===== config.mk =====
export PLATFORM = sky130hd
export DESIGN_NAME = countdown_timer32
export DESIGN_NICKNAME = d
export VERILOG_FILES = /design/src/rtl/countdown_timer32_pkg.sv /design/src/rtl/countdown_timer32_prescaler_tick.sv /design/src/rtl/countdown_timer32.sv
export SDC_FILE = /design/constraint.sdc
export NUM_CORES = 1
export LEC_CHECK = 0
export ABC_CLOCK_PERIOD_IN_PS = 3430
export CORE_MARGIN = 1
export CORE_UTILIZATION = 53
export DETAILED_ROUTE_END_ITERATION = 12
export PLACE_DENSITY = 0.88
export SKIP_LAST_GASP = 1
export SLEW_MARGIN = 20
export SYNTH_ARGS = -nofsm -noshare
export SYNTH_HDL_FRONTEND = slang
export SYNTH_SLANG_ARGS = --single-unit

===== constraint.sdc =====
create_clock -name clk -period 3.43 [get_ports clk]
set_clock_uncertainty 0.2 [all_clocks]
set_input_delay 0.686 -clock clk [delete_from_list [all_inputs] [get_ports clk]]
set_output_delay 0.686 -clock clk [all_outputs]
set_load 0.05 [all_outputs]

===== src/rtl/countdown_timer32_pkg.sv =====
// Shared state encoding and default widths for the countdown timer slice.
// No logic here; imported by the prescaler and the timer top.
package countdown_timer32_pkg;

  localparam int CT_WIDTH      = 32;
  localparam int CT_PRESCALE_W = 16;

  typedef enum logic [1:0] {
    ST_IDLE    = 2'd0,
    ST_RUN     = 2'd1,
    ST_PAUSE   = 2'd2,
    ST_EXPIRED = 2'd3
  } state_t;

endpackage


===== src/rtl/countdown_timer32_prescaler_tick.sv =====
// Prescaler: tick is combinational from the registered count, high when count==prescale while enabled.
// Count holds when en=0, clr zeroes it; a count above a freshly lowered prescale wraps at 2^PRESCALE_W.
module prescaler_tick
  import countdown_timer32_pkg::*;
#(
  parameter int PRESCALE_W = CT_PRESCALE_W
) (
  input  logic                  clk,
  input  logic                  rst,
  input  logic                  en,
  input  logic                  clr,
  input  logic [PRESCALE_W-1:0] prescale,
  output logic                  tick
);

  logic [PRESCALE_W-1:0] count;

  assign tick = en && (count == prescale);

  always_ff @(posedge clk or posedge rst) begin
    if (rst) begin
      count <= '0;
    end else if (clr) begin
      count <= '0;
    end else if (en) begin
      if (count == prescale) begin
        count <= '0;
      end else begin
        count <= count + PRESCALE_W'(1);
      end
    end
  end

endmodule


===== src/rtl/countdown_timer32.sv =====
// Loadable down-counting timer with prescaled ticks, one-cycle done pulse and optional auto-reload.
// done lands N*(P+1) cycles after the RUN-entry edge; all outputs registered, no backpressure.
module countdown_timer32
  import countdown_timer32_pkg::*;
#(
  parameter int WIDTH      = CT_WIDTH,
  parameter int PRESCALE_W = CT_PRESCALE_W
) (
  input  logic                  clk,
  input  logic                  rst,
  input  logic                  load,
  input  logic [WIDTH-1:0]      load_val,
  input  logic                  start,
  input  logic                  stop,
  input  logic                  auto_reload,
  input  logic [PRESCALE_W-1:0] prescale,
  output logic [WIDTH-1:0]      q,
  output logic                  running,
  output logic                  done,
  output logic                  expired
);

  state_t           state, state_nxt;
  logic [WIDTH-1:0] reload_reg, reload_nxt, q_nxt;
  logic             done_nxt;
  logic             pre_en, pre_clr, tick;

  // A stop or load edge consumes no tick, so the prescaler is held (stop) or cleared (load).
  assign pre_en  = (state == ST_RUN) && !stop && !load;
  assign pre_clr = load;

  prescaler_tick #(
    .PRESCALE_W(PRESCALE_W)
  ) u_prescaler (
    .clk     (clk),
    .rst     (rst),
    .en      (pre_en),
    .clr     (pre_clr),
    .prescale(prescale),
    .tick    (tick)
  );

  always_ff @(posedge clk or posedge rst) begin
    if (rst) begin
      state      <= ST_IDLE;
      q          <= '0;
      reload_reg <= '0;
      done       <= 1'b0;
    end else begin
      state      <= state_nxt;
      q          <= q_nxt;
      reload_reg <= reload_nxt;
      done       <= done_nxt;
    end
  end

  always_comb begin
    state_nxt  = state;
    q_nxt      = q;
    reload_nxt = reload_reg;
    done_nxt   = 1'b0;

    if (load) begin
      q_nxt      = load_val;
      reload_nxt = load_val;
      if (state == ST_EXPIRED) begin
        state_nxt = ST_IDLE;
      end
    end

    if (stop) begin
      if (state == ST_RUN) begin
        state_nxt = ST_PAUSE;
      end
    end else if (start) begin
      // Leaving EXPIRED needs a non-zero count, which only a same-edge load can supply.
      if ((state == ST_IDLE) || (state == ST_PAUSE)) begin
        state_nxt = ST_RUN;
      end else if ((state == ST_EXPIRED) && (q_nxt != '0)) begin
        state_nxt = ST_RUN;
      end
    end

    if (tick) begin
      if (q > WIDTH'(1)) begin
        q_nxt = q - WIDTH'(1);
      end else if ((q == WIDTH'(1)) && auto_reload && (reload_reg != '0)) begin
        q_nxt    = reload_reg;
        done_nxt = 1'b1;
      end else begin
        q_nxt     = '0;
        done_nxt  = 1'b1;
        state_nxt = ST_EXPIRED;
      end
    end
  end

  assign running = (state == ST_RUN);
  assign expired = (state == ST_EXPIRED);

endmodule


==> results <==
- Counting every sink on the clock net gives 83.
- The synthesized design spends more area on one cell type than any other, namely dfrtp_1.
- Global routing finished with a remaining overflow of 0.
- The detailed router finished its first iteration with 383 violations.
- Measured in cells, the most critical reg-to-reg path has a length of 6.
- Row generation in the floorplan step produced 35 rows.
- Dividing the detail-routed wire length by the instance count gives 20.4 microns.
- The CTS buffer count is 9.
- After synthesis, the share of flip-flops with an asynchronous set or reset is 1.00.
- After the flow finishes, the layout carries non-filler instances totaling 726.
- The worst-case headroom to the max-slew limit is 0.489.
- The peak fanout along the critical path is 27.
- The run finished with clean final reports.
- The area enclosed by the die boundary is 9830 sq um.
- The flip-flop and latch area is 2080 sq um.
- In the layout the commonest cells are 87 x clkdlybuf4s50_1, 83 x dfrtp_1, 36 x a21oi_1.
- The final-layout fill cell count is 702.
- The kind of end point of the critical path is a flip-flop.
- The total of hold buffers inserted after clock tree synthesis is 0.
- The post-place setup slack is 358 ps.
- Summing all placed instances gives a cell area of 6050 sq um.
- The post-layout total power is 2.63 mW.
- By area the synthesized netlist is led by dfrtp_1 42%, xnor2_1 5.4%, mux2_2 5.0%, a211oi_1 4.5%, a22oi_1 4.2%.
- After legalization and detailed placement, the total HPWL measured 10400 microns.
- The DRC violations left is 0.
- The fmax is 333 MHz.
- After clock tree synthesis, the clock-pin slew on the worst setup and hold paths is 80 ps.
- The number of antenna violations at the first check in global routing is 0.
- After detailed placement, the design holds a cell count of 711.
- The core region is 9200 sq um.
- The synthesized cell area is 5000 sq um.
- The share of the synthesized area in the top cell type is 0.415.
- Synthesis inferred 83 register bits.
- The hold path startpoint is reload_reg[29].
- In the final layout, the multi-input gates occupy 2760 sq um.
- The repair_antennas step left the layout with diodes totalling 0.
- The tree is rooted in a clkbuf_8.
- The level count of the clock H-tree is 3.
- The first global-routing pass estimated 24000 microns of wire.
- The number of synthesized flops with an enable pin is 0.
- Dividing the detail-routed via count by the number of cells gives 6.69.
- During synthesis, Yosys emitted a total of 0 warnings.
- The type of the worst setup path is flip-flop to flip-flop.
- Each instance of the synthesized netlist takes up on average 9.46 sq um.
- The launching element type of the critical path is a flip-flop.
- TritonCTS built the clock tree.
- The via count of the routed design is 4854.
- Once layout is done, the placed cells without fillers occupy 6260 sq um.
- The first TritonRoute pass finished after 5 iterations.
- The largest net degree at the start of global routing is 65.
- For the worst-skew pair, the clock arrives at the later sink with an insertion delay of 360 ps.
- The initial utilization of the core area, before any placement, comes to 0.544.
- In this run the tool buffered the top-level ports with 88 buffer cells.
- The path with the worst hold slack has its endpoint at reload_reg[29].
- Setup repair after global routing left no endpoint under its margin.
- The number of global-route vias before repair is 4697.
- At the end of the flow, the number of nets in the layout was 668.
- The synthesized net count is 586.
- From synthesis to final layout, the design area changed by 25.2%.
- The data required time at the worst endpoint is 3500 ps.
- The share of the clock period used by the worst path after layout is 0.874.
- The pin slew with the least headroom to its limit is 759 ps.
- The worst register-to-register path ends at q[31].
- The tightest min-delay check is of the flip-flop to flip-flop type.
- The number of max-slew violations in the final report was 0.
- The number of different library cells in the post-synthesis netlist is 50.
- In the final layout, the share of cells above drive strength 1 is 0.107.
- The predominant post-synthesis flop cell is dfrtp_1.
- The setup slack after layout is 431 ps.
- The number of buffers on the longest clock path is 2.
- The routed design could run at a clock period as short as 3000 ps.
- The count of pins on the block boundary is 89.
- The most common cell after layout, fill and taps aside is clkdlybuf4s50_1.
- In this run the vertical extent of the chip is 99.2 microns.
- The worst hold path cell count is 1.
- The worst register-to-register path begins at q[4].
- Across every metal layer, demand over resource in global routing totals 0.314.
- Setup violations remaining at the end of the flow were counted as 0.
- For the worst setup path, the data arrival time is 3060 ps.
- The die is 99.2 microns wide.
- The count of maximum capacitance violations is 0.
- The number of standard cells after synthesis is 529.
- Setup slack on the worst reg-to-reg path comes out at 430 ps.
- Gates resized during post-CTS repair numbered 0.
- The leakage power summed over all cells is 2.52 nW.
- The sequential fraction of the synthesis area is 0.415.
- The maximum vdd ir drop is 0.321 mV.
- In the final timing run, aggregate negative setup slack is 0 ps.
- The final estimated routing congestion in global placement is 0.887.
- The routed design has 14800 microns of wire.
- The count of nets left with antenna violations once routing finished came out at 0.
- The post-CTS setup-driven buffer insertion count is 0.
- The power density normalized to cell area is 420 nW/um^2.
- The total count of hold-check failures in the final report is 0.
-- per-stage QoR --
stage	hold WS (ps)	utilization
CTS	318	0.681
detailed placement	295	0.658
finish	315	0.681
global placement	292	0.658
global route	347	0.681
floorplan	272	-
-- layer usage --
metal	share of wire	track usage	routed length [microns]	up-vias
met3	0.092	0.0618	1370	59
met1	0.40	0.398	5920	2338
met4	0.037	0.172	544	0
met2	0.47	0.508	6970	308
met5	0	0	0	-
li1	-	-	-	2149
-- layout make-up --
cell class,count,share of cell area
sequential,83,0.332
clock inverter,5,0.0124
clock buffer,10,0.0220
timing repair buffer,103,0.166
tap,111,0.0222
multi-input combinational,406,0.441
inverter,8,0.00499
-- synth_stat cells, types with 2 or more instances --
| master | number |
|---|---|
| o21a_1 | 3 |
| or3_4 | 2 |
| a21oi_1 | 36 |
| nand4_1 | 10 |
| dfrtp_1 | 83 |
| o211ai_1 | 4 |
| nand2_1 | 28 |
| and4_1 | 2 |
| buf_4 | 3 |
| nor2_1 | 24 |
| nand2b_1 | 3 |
| nor4_1 | 31 |
| nor2b_1 | 4 |
| buf_2 | 2 |
| nand3_1 | 10 |
| clkbuf_1 | 25 |
| nor3b_1 | 4 |
| a22oi_1 | 28 |
| inv_1 | 8 |
| o22a_1 | 3 |
| a21o_1 | 14 |
| nor3_1 | 14 |
| xor2_1 | 14 |
| and3_1 | 8 |
| mux2_2 | 22 |
| ha_1 | 3 |
| a31oi_1 | 4 |
| o21ai_0 | 17 |
| nor4_2 | 2 |
| nor4b_1 | 3 |
| and2_1 | 31 |
| a211oi_1 | 30 |
| or3_1 | 5 |
| xnor2_1 | 31 |
| buf_1 | 2 |
| o21ai_1 | 2 |
-- critical path, cell delays in order, from the launching register on --
cell and delay [ps]:
dfrtp_1 480, nor4_2 680, nand4b_2 360, nor4_4 620, buf_12 260, nand2_1 70, a41oi_1 220
-- power breakdown --
part	total (mW)	internal, mW	switching (mW)
logic	0.660	0.280	0.380
registers	1.19	1.06	0.129
clock network	0.779	0.423	0.356
total	2.63	1.76	0.865
-- worst max-delay path by stage --
stage	start	end	slack (ps)	cells past startpoint
after floorplan	rst	done	410	1
after global placement	prescale[6]	u_prescaler.count[6]	440	8
after detailed placement	prescale[7]	u_prescaler.count[6]	360	8
after CTS	q[8]	q[31]	490	7
after global routing	q[4]	q[31]	230	6
final	q[4]	q[31]	430	6
-- cell families after synthesis --
family | after synthesis | synth area share
simple gates | 190 | 0.223
buf+inv | 40 | 0.0328
compound gates | 146 | 0.193
mux | 22 | 0.0495
fa+ha+maj | 3 | 0.00750
flops | 83 | 0.415
xor+xnor | 45 | 0.0788
(Power assumes the default switching activity.)
